**config.mk**
```make
export PLATFORM = sky130hd
export DESIGN_NAME = latq_bank_wr_sched
export DESIGN_NICKNAME = d
export VERILOG_FILES = /design/src/rtl/latq_bank_pkg.sv /design/src/rtl/latq_bank_rr_arb2.sv /design/src/rtl/latq_bank_wr_sched.sv
export SDC_FILE = /design/constraint.sdc
export NUM_CORES = 1
export LEC_CHECK = 0
export CORE_MARGIN = 2
export CORE_UTILIZATION = 35
export CTS_CLUSTER_SIZE = 30
export DETAILED_ROUTE_END_ITERATION = 6
export PLACE_DENSITY = 0.66
export SYNTH_ARGS = -nofsm -noshare
export SYNTH_HDL_FRONTEND = slang
export SYNTH_SLANG_ARGS = --single-unit
```
**constraint.sdc**
```tcl
create_clock -name CLK -period 3.3 [get_ports CLK]
set_input_delay 0.33 -clock CLK [delete_from_list [all_inputs] [get_ports CLK]]
set_output_delay 0.33 -clock CLK [all_outputs]
set_load 0.05 [all_outputs]
```
**src/rtl/latq_bank_pkg.sv**
```systemverilog
// Shared types for the latch-bank write scheduler.
// Write sequence states and the per-write cycle count.
package latq_bank_pkg;

    typedef enum logic [1:0] {
        IDLE,
        SETUP,
        STROBE,
        HOLD
    } wr_state_e;

    localparam int LATQ_WR_LAT = 4;

endpackage

```
**src/rtl/latq_bank_rr_arb2.sv**
```systemverilog
// Two-way round-robin arbiter for the latch-bank write scheduler.
// The pointer remembers the last granted requester and moves only on accept.
module latq_bank_rr_arb2 (
    input  logic       clk,
    input  logic       rst,
    input  logic [1:0] valid,
    input  logic       accept,
    output logic [1:0] grant
);

    // last = 1 means requester 1 won most recently, so requester 0 goes next
    logic last;

    always_comb begin
        grant = 2'b00;
        unique case (valid)
            2'b01:   grant = 2'b01;
            2'b10:   grant = 2'b10;
            2'b11:   grant = last ? 2'b01 : 2'b10;
            default: grant = 2'b00;
        endcase
    end

    always_ff @(posedge clk) begin
        if (rst) begin
            last <= 1'b1;
        end else if (accept) begin
            last <= grant[1];
        end
    end

endmodule

```
**src/rtl/latq_bank_wr_sched.sv**
```systemverilog
// Write scheduler driving a latch bank: SETUP/STROBE/HOLD around a one-hot enable.
// Optional even parity on the data bus when LATQ_WR_PARITY_EN is defined.
module latq_bank_wr_sched
    import latq_bank_pkg::*;
#(
    parameter  int NUM_ENTRIES = 8,
    parameter  int DATA_W      = 8,
    localparam int ADDR_W      = $clog2(NUM_ENTRIES),
`ifdef LATQ_WR_PARITY_EN
    localparam int LD_W        = DATA_W + 1
`else
    localparam int LD_W        = DATA_W
`endif
) (
    input  logic                   CLK,
    input  logic                   RST,
    input  logic                   REQ0_VALID,
    output logic                   REQ0_READY,
    input  logic [ADDR_W-1:0]      REQ0_ADDR,
    input  logic [DATA_W-1:0]      REQ0_DATA,
    input  logic                   REQ1_VALID,
    output logic                   REQ1_READY,
    input  logic [ADDR_W-1:0]      REQ1_ADDR,
    input  logic [DATA_W-1:0]      REQ1_DATA,
    output logic [NUM_ENTRIES-1:0] LAT_E,
    output logic [LD_W-1:0]        LAT_D,
    output logic                   BUSY,
    output logic                   ADDR_ERR
);

    localparam logic [ADDR_W:0] LIMIT = (ADDR_W + 1)'(NUM_ENTRIES);

    wr_state_e               state;
    logic                    idle;
    logic [1:0]              grant;
    logic                    accept;
    logic [ADDR_W-1:0]       addr_sel;
    logic [DATA_W-1:0]       data_sel;
    logic                    addr_ok;
    logic [ADDR_W-1:0]       addr_q;
    logic                    ok_q;
    logic [NUM_ENTRIES-1:0]  onehot;
    logic [LD_W-1:0]         d_next;

    assign idle = (state == IDLE);

    latq_bank_rr_arb2 u_arb (
        .clk    (CLK),
        .rst    (RST),
        .valid  ({REQ1_VALID, REQ0_VALID} & {2{idle}}),
        .accept (accept),
        .grant  (grant)
    );

    assign REQ0_READY = grant[0];
    assign REQ1_READY = grant[1];
    assign accept     = |grant;

    assign addr_sel = grant[1] ? REQ1_ADDR : REQ0_ADDR;
    assign data_sel = grant[1] ? REQ1_DATA : REQ0_DATA;
    assign addr_ok  = {1'b0, addr_sel} < LIMIT;

`ifdef LATQ_WR_PARITY_EN
    assign d_next = {^data_sel, data_sel};
`else
    assign d_next = data_sel;
`endif

    // Out-of-range addresses decode to all zeros so the strobe is suppressed
    always_comb begin
        onehot = '0;
        for (int i = 0; i < NUM_ENTRIES; i++) begin
            onehot[i] = ok_q && (addr_q == ADDR_W'(i));
        end
    end

    always_ff @(posedge CLK) begin
        if (RST) begin
            state    <= IDLE;
            LAT_E    <= '0;
            LAT_D    <= '0;
            BUSY     <= 1'b0;
            ADDR_ERR <= 1'b0;
            addr_q   <= '0;
            ok_q     <= 1'b0;
        end else begin
            ADDR_ERR <= 1'b0;
            unique case (state)
                IDLE: begin
                    if (accept) begin
                        state    <= SETUP;
                        addr_q   <= addr_sel;
                        ok_q     <= addr_ok;
                        LAT_D    <= d_next;
                        ADDR_ERR <= !addr_ok;
                        BUSY     <= 1'b1;
                    end
                end
                SETUP: begin
                    state <= STROBE;
                    LAT_E <= onehot;
                end
                STROBE: begin
                    state <= HOLD;
                    LAT_E <= '0;
                end
                HOLD: begin
                    state <= IDLE;
                    BUSY  <= 1'b0;
                end
                default: begin
                    state <= IDLE;
                    LAT_E <= '0;
                    BUSY  <= 1'b0;
                end
            endcase
        end
    end

endmodule

```
# After elaboration in Yosys (flattened, before gate mapping)
# Index checks and enable logic that the tools add are counted.
dict set report word_totals {
  reg_bits 24
}
dict set report classes {
  bitwise_logic 1
  n_reduce_logical 15
  muxes 9
  eq_ne 14
}
# cell count
set ops {}
lappend ops {{case mux 8 bit (2 select lines)} 1}
lappend ops {{equality test 3 bit, second input constant} 4}
lappend ops {{equality test 2 bit, second input constant} 4}
lappend ops {{logical AND 1 bit} 8}
lappend ops {{2-to-1 mux 8 bit} 1}
lappend ops {{case mux 2 bit (4 select lines)} 1}
lappend ops {{equality test 3 x 2 -> 1 bit, second input constant} 2}
lappend ops {{case mux 2 bit (3 select lines)} 1}
lappend ops {{equality test 2 x 1 -> 1 bit, second input constant} 2}
lappend ops {{2-to-1 mux 2 bit} 2}
lappend ops {{AND reduction 2 bit} 2}
lappend ops {{nonzero test 2 bit} 2}
lappend ops {{equality test 3 x 1 -> 1 bit, second input constant} 1}
lappend ops {{zero test 3 bit} 1}
lappend ops {{2-to-1 mux 3 bit} 1}
lappend ops {{AND 2 bit} 1}
lappend ops {{zero test 2 bit} 1}
lappend ops {{!= test 2 x 1 -> 1 bit, second input constant} 1}
lappend ops {{case mux 1 bit (2 select lines)} 1}
lappend ops {{OR reduction 2 bit} 1}
lappend ops {{2-to-1 mux 1 bit} 1}

# Longest topological paths before layout
# Gate-level depths: netlist (run 1).
dict set report depth {
  ltp_word 7
  mapped_depth 6
}

# Cells and area by module
# From an unflattened synthesis (run 1), not the netlist that was laid out.
dict set report unflattened {
  hier_cells 116
  hier_area_um2 1187.4
}
# mod cells_per_inst n_inst area_each_um2
set by_module_without_submodules {}
lappend by_module_without_submodules {latq_bank_wr_sched 110 1 1133.6}
lappend by_module_without_submodules {latq_bank_rr_arb2 6 1 53.8}

# Worst setup path before layout (run 1)
# OpenSTA, ideal clock, no wires.
dict set report synth_timing {
  path_type {reg-to-output}
  start {reg state[0]}
  end {out REQ0_READY}
  arrival_ns 1.670
  stages_incl_launch_ff 6
  slack_ns 1.300
  cell_sequence {dfxtp_1 inv_1 ha_1 clkbuf_1 nand2_1 a21oi_1}
}
dict set report synth_between {
  elab_chain_cells 4
  elab_cells_between_ends 6
  classes_between {3 x eq/ne; 1 x mux; 1 x bitwise; 1 x reduce/logical}
}
# element line_no
set synth_rtl {}
lappend synth_rtl {{start, declared} latq_bank_wr_sched.sv:33} ;# wr_state_e state;
lappend synth_rtl {{start signal, assigned} latq_bank_wr_sched.sv:79} ;# state <= IDLE;
lappend synth_rtl {{start signal, assigned} latq_bank_wr_sched.sv:91} ;# state <= SETUP;
lappend synth_rtl {{start signal, assigned} latq_bank_wr_sched.sv:100} ;# state <= STROBE;
lappend synth_rtl {{zero test 2 bit *} latq_bank_wr_sched.sv:45} ;# assign idle = (state == IDLE);
lappend synth_rtl {{AND 2 bit *} latq_bank_wr_sched.sv:50} ;# .valid ({REQ1_VALID, REQ0_VALID} & {2{idle}}),
lappend synth_rtl {{equality test 2 bit / equality test 2 x 1 -> 1 bit (equally long branches)} latq_bank_rr_arb2.sv:16} ;# unique case (valid)
lappend synth_rtl {{case mux 2 bit (3 select lines) *} latq_bank_rr_arb2.sv:16}
lappend synth_rtl {{end, declared} latq_bank_wr_sched.sv:18} ;# output logic REQ0_READY,
# Mark *: on every way between the ends. The rest lies on a longest branch, timed or not.

# Final worst setup path (run 1)
dict set report layout_timing {
  start {reg state[0]}
  end {out REQ1_READY}
}
dict set report layout_between {
  elab_chain_cells 4
  elab_cells_between_ends 6
  classes_between {3 x eq/ne; 1 x mux; 1 x bitwise; 1 x reduce/logical}
}
# element line_no
set layout_rtl {}
lappend layout_rtl {{zero test 2 bit *} latq_bank_wr_sched.sv:45}
lappend layout_rtl {{AND 2 bit *} latq_bank_wr_sched.sv:50}
lappend layout_rtl {{equality test 2 bit / equality test 2 x 1 -> 1 bit (equally long branches)} latq_bank_rr_arb2.sv:16}
lappend layout_rtl {{case mux 2 bit (3 select lines) *} latq_bank_rr_arb2.sv:16}
lappend layout_rtl {{end, declared} latq_bank_wr_sched.sv:22} ;# output logic REQ1_READY,
# Marks and branches as above.

==> metrics, run 1 <==
Setup violations, final 0; vias in the first global route 1108; total CTS buffers 3; drt drc 0; Hold Path Depth 2; GPL Wtd Cong 0.761; Initial Util 36.2%; Reg clk slew, reported paths 130 ps; Pins Over Slew Limit 0; syn nets 160; clock sink total 24; Final ANT Viol Nets 0; post-CTS sizing 0; Inst Count DP 211; Mapped Area 0.00121 mm²; Tcrit/Tclk final 83.8%; PwrDens 779 mW/mm²; RSZ-0062 raised after global routing no; post-DP HPWL 2.14 mm; post-synth top area cell dfxtp_1; diode count 0; crit path max fanout 15; f_max 362 MHz; Most used DFF post-synth dfxtp_1; largest net degree at the start of global routing 29; CTS tree built; num rows 21; hold_buf cts 0; H-tree levels 1; Leakage 0.596 nW; Yosys reg bits 24; antenna violations before repair 0; Clk Latency, worst-skew pair 310 ps; Die Y 62.8 µm; GRT Total Usage 15.1%; crit path DAT 2440 ps; IO Port Bufs 44; iteration count of the initial detailed-routing pass 4; first-pass GRT wire length 4.84 mm; DR vias/cell 5.07; die footprint 0.00394 mm²; share of the synthesized area in the top cell type 39.8%; register area share after synthesis 39.8%; Core Box Area 0.00334 mm²; Worst EP required 2970 ps; Avg Cell Area, Syn 9.30 µm²; area delta synth->final 40.8%; # Post-CTS Setup Buffers 0; Setup CP Type flip-flop to output port; crit path launch type flip-flop; Worst slew margin 38.9%; Final Hold Fails 0; final wirelength 2.89 mm; share of cells above drive strength 1 9.47%; ranking of synthesized cells by area dfxtp_1, a211oi_2, nor3b_1, o21bai_1, o32ai_1; routed wire length per instance 13.4 µm; Die X 62.8 µm; Worst Setup End Kind output port; Via Count 1089; Post-Synthesis Cells 130; number of I/O pins 46; clk root buf clkbuf_4; Setup TNS 0 ps; Initial DRC Count 14; reg2reg path depth 5; EDFF count, synth 0; worst slew pin tran 913 ps; Synth cell types 27; Fin Clk Skew 1.48 ps; Max VDD drop 0.449 mV; Final min period 2770 ps; Synth async-reset ratio 0%; clk buf depth 2; Final #Nets 200; Max Cap Viol 0; grt ovf 0; status finished, final reports clean; Non-Filler Instances 215; Yosys warning total 0; Hold Crit Class flip-flop to flip-flop
## worst paths after layout
check / startpoint / to / slack [ps]
max reg2reg: state[0] / LAT_D[1] / 1440
min reg2reg: LAT_E[4] / LAT_E[4] / 490
min: LAT_E[4] / LAT_E[4] / 490
max: state[0] / REQ1_READY / 530
## synth_stat cells (2+ instances only)
cell / n
dfxtp_1: 24
clkbuf_1: 6
nor3b_1: 11
nor2_1: 8
ha_1: 4
o21bai_1: 11
inv_1: 11
nor3_1: 11
buf_2: 3
or3_1: 2
a211oi_1: 4
nand2_1: 3
o32ai_1: 8
a211oi_2: 9
or3b_1: 3
## per-stage QoR
| stage | area, µm² | power [W] | hold slack [ps] | worst slack, ps | utilization [%] |
|---|---|---|---|---|---|
| finish | 1700 | 0.00133 | 487 | 535 | 51.0 |
| global route | 1700 | 0.00141 | 514 | 378 | 51.0 |
| CTS | 1700 | 0.00134 | 493 | 516 | 51.0 |
| detailed placement | 1670 | 0.00118 | 474 | 724 | 49.9 |
| global placement | 1670 | 0.00117 | 465 | 731 | 49.9 |
| floorplan | 1210 | 0.000969 | 464 | 1300 | - |
## power breakdown
part	total (W)	internal [W]	switching (W)	leakage, nW
combinational	0.000751	0.000286	0.000465	0.378
clock	0.000155	0.0000674	0.0000872	0.0210
sequential	0.000421	0.000370	0.0000508	0.197
## final cells by class
| class | instances | area, µm² |
|---|---|---|
| inverter | 12 | 45.0 |
| multi-input combinational | 83 | 627 |
| sequential | 24 | 480 |
| clock buffer | 4 | 36.3 |
| fill | 341 | 1640 |
| timing repair buffer | 46 | 455 |
| tap | 46 | 57.6 |
## layout by cell type, fill, tap and decap left out, drive strengths merged
cell           instances
clkbuf                 4
o21bai                11
mux2i                  1
conb                   1
clkdlybuf4s50         44
ha                     4
or3                    2
a211o                  1
o32ai                  8
buf                    2
a21oi                  1
or2                    1
nand3b                 1
nor3b                 11
and2                   1
dfxtp                 24
o21a                   1
nand2                  3
nor2                   8
a211oi                13
nand4b                 1
inv                   12
nor3                  11
or3b                   3
## routing by layer
metal,part of all wire (%),global-route usage [%],wire [µm]
met3,5.8,3.78,167
met4,0.35,4.17,10
met1,44,17.7,1270
met2,50,27.3,1440
met5,0,0,0
## logic make-up after synthesis
logic type,Yosys count,share of synthesized area [%]
muxes,1,0.828
adders and majority gates,4,4.14
AOI/OAI and AO/OA,35,26.2
DFF,24,39.8
and+or+nand+nor,42,20.4
other,1,0.310
buffers and inverters,23,8.38
## critical path, cell delays in order, from the launching register on
cell,delay [ps]
dfxtp_1,350
inv_1,110
ha_1,420
nand2_1,120
or2_1,280
inv_2,50
clkdlybuf4s50_1,790
## registers in the layout, indices dropped and copies added (netlist names)
name	cells
BUSY	1
LAT_D	8
LAT_E	8
addr_q	3
ok_q	1
state	2
u_arb.last	1
(Power assumes the default switching activity.)
==> run 2, diff against run 1 <==
==> constraint.sdc (replaced) <==
create_clock -name CLK -period 2.66 [get_ports CLK]
set_input_delay 0.266 -clock CLK [delete_from_list [all_inputs] [get_ports CLK]]
set_output_delay 0.266 -clock CLK [all_outputs]
set_load 0.05 [all_outputs]
==> run 2 against run 1 <==
  * Sequential power increased by 25%
  * Worst setup slack got worse by 210 ps
  * Via count rose by 2.4%
  * Non-clock buffer count rose by 1
  * Cell area up 2.1%
  * Sequential share of layout area down 0.59 points
  * Combinational power increased by 26%
  * Critical path depth increased by 1
  * Global-route usage barely moved
  * Routed wire length is 4.2% higher
  * First-iteration DRC count rose by 71%
==> metrics, run 2 (synthesis results as in run 1) <==
Die X 62.8 µm (unchanged); Final Hold Fails 0 (unchanged); CP cell instances inv_1, ha_1, nand2_1, buf_4, or2_1, inv_2, buf_12 (was inv_1, ha_1, nand2_1, or2_1, inv_2, clkdlybuf4s50_1); clock sink total 24 (unchanged); crit path launch type flip-flop (unchanged); clk buf depth 2 (unchanged); Max stage delay on crit path 420 ps (was 790 ps); worst slew pin tran 729 ps (was 913 ps); GRT Total Usage 15.1% (about the same); Pins Over Slew Limit 0 (unchanged); vias in the first global route 1094 (was 1108); diode count 0 (unchanged); Tcrit/Tclk final 87.8%; grt ovf 0 (unchanged); commonest non-fill, non-tap cells in the layout clkdlybuf4s50_1, dfxtp_1 (unchanged); # Post-CTS Setup Buffers 0 (unchanged); DR vias/cell 5.16 (was 5.07); Leakage 0.627 nW (was 0.596 nW); Via Count 1115 (was 1089); f_max 428 MHz; Worst Setup SP state[0] (unchanged); Initial DRC Count 24 (was 14); H-tree levels 1 (unchanged); Worst slew margin 51.2% (was 38.9%); final wirelength 3.01 mm (was 2.89 mm); HP Start LAT_E[6] (was LAT_E[4]); first-pass GRT wire length 4.82 mm (was 4.84 mm); die footprint 0.00394 mm² (unchanged); drt drc 0 (unchanged); post-CTS sizing 0 (unchanged); Max Cap Viol 0 (unchanged); antenna violations before repair 0 (unchanged); RR Startpoint state[0] (unchanged); Filler Cell Count 348 (was 341); GPL Wtd Cong 0.736 (was 0.761); Inst Count DP 212 (was 211); Setup TNS 0 ps (unchanged); Max VDD drop 0.479 mV (was 0.449 mV); hold_buf cts 0 (unchanged); Worst Setup End Kind output port (unchanged); Hold Crit Class flip-flop to flip-flop (unchanged); status finished, final reports clean (unchanged); commonest non-fill, non-tap cell in the layout clkdlybuf4s50_1 (unchanged); Die Y 62.8 µm (unchanged); Reg clk slew, reported paths 140 ps (was 130 ps); Final ANT Viol Nets 0 (unchanged); iteration count of the initial detailed-routing pass 4 (unchanged); Setup violations, final 0 (unchanged); routed wire length per instance 13.9 µm (was 13.4 µm); share of cells above drive strength 1 10.6% (was 9.47%); post-DP HPWL 2.27 mm (was 2.14 mm); PwrDens 1000 mW/mm² (was 779 mW/mm²); tightest hold margin 485 ps (was 487 ps); biggest regs LAT_D: 8 flops, LAT_E: 8 flops, addr_q: 3 flops (unchanged); Worst EP required 2390 ps (was 2970 ps); largest net degree at the start of global routing 20 (was 29); CTS tree built (unchanged); Setup CP Type flip-flop to output port (unchanged); Clk Latency, worst-skew pair 320 ps (was 310 ps); num rows 21 (unchanged); crit path max fanout 15 (unchanged); crit path DAT 2070 ps (was 2440 ps); clk root buf clkbuf_4 (unchanged); total CTS buffers 3 (unchanged); RSZ-0062 raised after global routing no (unchanged); Final #Nets 201 (was 200); Slowest cell on crit path ha_1 (was clkdlybuf4s50_1); IO Port Bufs 44 (unchanged); Fin Clk Skew 12.1 ps (was 1.48 ps); Initial Util 36.2% (unchanged); Final min period 2340 ps; Non-Filler Instances 216 (was 215); area delta synth->final 43.8% (was 40.8%); Core Box Area 0.00334 mm² (unchanged); number of I/O pins 46 (unchanged)
==> run 2: layer usage <==
layer  global-route usage, %  wire length (µm)
met5                       0                 0
met2                    28.6              1570
met4                    4.17                10
met1                    17.1              1240
met3                    2.88               185
==> run 2: cell type report <==
type                    instances  area (µm²)  area share, %
multi-input cells              83         627           36.1
repair buffers                 47         475           27.4
clock buffers                   3        22.5           1.30
flip-flops and latches         24         480           27.6
inverters                      12        45.0           2.59
well taps                      46        57.6           3.31
clock inverters                 1        30.0           1.73
==> run 2: final timing paths <==
path	to	slack, ps	cells past startpoint
worst max-delay path	REQ1_READY	320	7
worst min-delay path	LAT_E[6]	480	2
worst max register to register	addr_q[2]	680	7
worst min register to register	LAT_E[6]	480	2
==> run 2: power by group <==
part	leakage (nW)	switching [W]	total, W	internal, W
Combinational	0.401	0.000586	0.000950	0.000365
Clock	0.0279	0.000111	0.000264	0.000152
Sequential	0.197	0.0000683	0.000527	0.000459
Total	0.627	0.000765	0.00174	0.000976
==> run 2: stage by stage <==
step / setup WS, ps / total power, W / util, % / cell area [µm²]
6_report: 324 / 0.00174 / 52.1 / 1740
5_1_grt: 186 / 0.00184 / 52.1 / 1740
4_1_cts: 115 / 0.00176 / 52.0 / 1740
3_5_place_dp: 484 / 0.00149 / 50.4 / 1680
3_3_place_gp: 533 / 0.00146 / 50.4 / 1680
2_1_floorplan: 724 / 0.00120 / - / 1210
==> run 2: worst max-delay path, delay by kind of cell (launching register included) <==
family        cells  cell delay [ps]
simple gates      2              440
fa+ha+maj         1              420
buf+inv           4              550
flops             1              350
==> run 3, diff against run 2 <==
--- a/config.mk
+++ b/config.mk
@@ -10,6 +10,7 @@
 export CTS_CLUSTER_SIZE = 30
 export DETAILED_ROUTE_END_ITERATION = 6
 export PLACE_DENSITY = 0.66
+export RECOVER_POWER = 50
 export SYNTH_ARGS = -nofsm -noshare
 export SYNTH_HDL_FRONTEND = slang
 export SYNTH_SLANG_ARGS = --single-unit
==> run 3 against run 2 <==
  * Utilization stayed put
  * Cell area did not move
  * Sequential share of layout area unchanged
  * Via count down 0.54%
  * Critical path depth unchanged
  * Combinational power shrank 0.8%
  * Worst setup slack lost 9.4 ps
  * Critical path type unchanged
  * Highest routed layer unchanged
==> metrics, run 3 (synthesis results as in run 1) <==
Setup violations, final 0 (unchanged); routed wire length per instance 14.0 µm (was 13.9 µm); Final Util 52.1% (unchanged); Worst Setup End Kind output port (unchanged); antenna violations before repair 0 (unchanged); Slowest cell on crit path ha_1 (unchanged); clock power share 15.4% (was 15.1%); Clk Latency, worst-skew pair 320 ps (about the same); Max stage delay on crit path 430 ps (was 420 ps); Logic pwr share 54.3% (was 54.6%); total CTS buffers 3 (unchanged); CP cell instances inv_1, ha_1, nand2_1, buf_4, or2_1, inv_2, buf_12 (unchanged); Reg clk slew, reported paths 140 ps (about the same); Total Power 0.00174 W (about the same); f_max 426 MHz (was 428 MHz); Fin Clk Skew 12.2 ps (was 12.1 ps); Die Y 62.8 µm (unchanged); Max Cap Viol 0 (unchanged); Worst slew margin 50.6% (was 51.2%); share of cells above drive strength 1 10.6% (unchanged); largest net degree at the start of global routing 20 (unchanged); Seq pwr share 30.3% (about the same); Worst EP required 2390 ps (about the same); Setup WS pre-CTS 484 ps (unchanged); drt drc 0 (unchanged); Final WS setup 315 ps (was 324 ps); Setup CP Type flip-flop to output port (unchanged); Tcrit/Tclk final 88.2% (was 87.8%); clk root buf clkbuf_4 (unchanged); clk buf depth 2 (unchanged); first-pass GRT wire length 4.82 mm (unchanged); clock sink total 24 (unchanged); Final min period 2350 ps (was 2340 ps); final wirelength 3.03 mm (was 3.01 mm); PwrDens 998 mW/mm² (was 1000 mW/mm²); GPL Wtd Cong 0.736 (unchanged); worst slew pin tran 739 ps (was 729 ps); die footprint 0.00394 mm² (unchanged); commonest non-fill, non-tap cell in the layout clkdlybuf4s50_1 (unchanged); biggest regs LAT_D: 8 flops, LAT_E: 8 flops, addr_q: 3 flops (unchanged); Final ANT Viol Nets 0 (unchanged); RSZ-0062 raised after global routing no (unchanged); iteration count of the initial detailed-routing pass 4 (unchanged); Final #Nets 201 (unchanged); Initial Util 36.2% (unchanged); Hold Crit Class flip-flop to flip-flop (unchanged); Initial DRC Count 27 (was 24); tightest hold margin 481 ps (was 485 ps); Pins Over Slew Limit 0 (unchanged); H-tree levels 1 (unchanged); Via Count 1109 (was 1115); Die X 62.8 µm (unchanged); crit path launch type flip-flop (unchanged); status finished, final reports clean (unchanged); GRT Total Usage 15.1% (unchanged); post-DP HPWL 2.27 mm (unchanged); CTS tree built (unchanged); Leakage 0.660 nW (was 0.627 nW); Core Box Area 0.00334 mm² (unchanged); Sw Ratio 44.3% (was 43.9%); diode count 0 (unchanged); crit path DAT 2080 ps (was 2070 ps); DR vias/cell 5.13 (was 5.16); Final Hold Fails 0 (unchanged); crit path max fanout 15 (unchanged); commonest non-fill, non-tap cells in the layout clkdlybuf4s50_1, dfxtp_1 (unchanged); Max VDD drop 0.480 mV (was 0.479 mV); area delta synth->final 43.8% (unchanged); Setup TNS 0 ps (unchanged); Int Pwr 0.000966 W (was 0.000976 W); IO Port Bufs 44 (unchanged); switching pwr 0.000769 W (was 0.000765 W); number of I/O pins 46 (unchanged); vias in the first global route 1094 (unchanged); num rows 21 (unchanged); grt ovf 0 (unchanged)
[run 3: changes by cell type in the layout (fill, tap and decap cells not counted)]
cell             before  now
clkdlybuf4s50_1      42   31
dlygate4sd3_1         0   11
[run 3: final timing paths]
check,start,endpoint,slack [ps],cells past startpoint
min reg2reg,LAT_E[5],LAT_E[5],480,2
max reg2reg,state[0],addr_q[2],670,7
min,LAT_E[5],LAT_E[5],480,2
max,state[0],REQ1_READY,310,7
[run 3: what timing repair did]
item | 4_1_cts | 5_1_grt
resized for setup | 0 | 1
hold buffers | 0 | 0
setup endpoints to repair | 0 | 1
endpoints found under the hold margin | 0 | 0
buffers inserted | 0 | 0
[run 3: area by class of cell]
| cell class | instances | area [µm²] |
|---|---|---|
| repair buffers | 47 | 475 |
| clock inverters | 1 | 30.0 |
| fillers | 348 | 1600 |
| clock buffers | 3 | 22.5 |
| well taps | 46 | 57.6 |
| multi-input cells | 83 | 627 |
| flip-flops and latches | 24 | 480 |
| inverters | 12 | 45.0 |
[run 3: power by group through the flow]
stage / Combinational [W] / Sequential (W) / Clock, W
3_5_place_dp: 0.000951 / 0.000534 / 0
5_1_grt: 0.00100 / 0.000541 / 0.000284
6_report: 0.000942 / 0.000526 / 0.000267
2_1_floorplan: 0.000478 / 0.000724 / 0
4_1_cts: 0.000958 / 0.000528 / 0.000272
3_3_place_gp: 0.000932 / 0.000527 / 0
[run 3: worst max-delay path: cells and delay by family (launching register included)]
family                     cells  cell delay (ps)
adders and majority gates      1              430
buffers and inverters          4              550
DFF                            1              350
and+or+nand+nor                2              440
[run 3: routing by layer]
metal	track usage, %	share of wire [%]
met5	0	0
met2	28.6	52
met4	4.17	0.33
met1	17.1	42
met3	2.88	5.6
[run 3: through the flow]
step	area, µm²	instances
2_1_floorplan	1210	130
3_3_place_gp	1680	212
3_5_place_dp	1680	212
4_1_cts	1740	216
5_1_grt	1740	216
6_report	1740	216
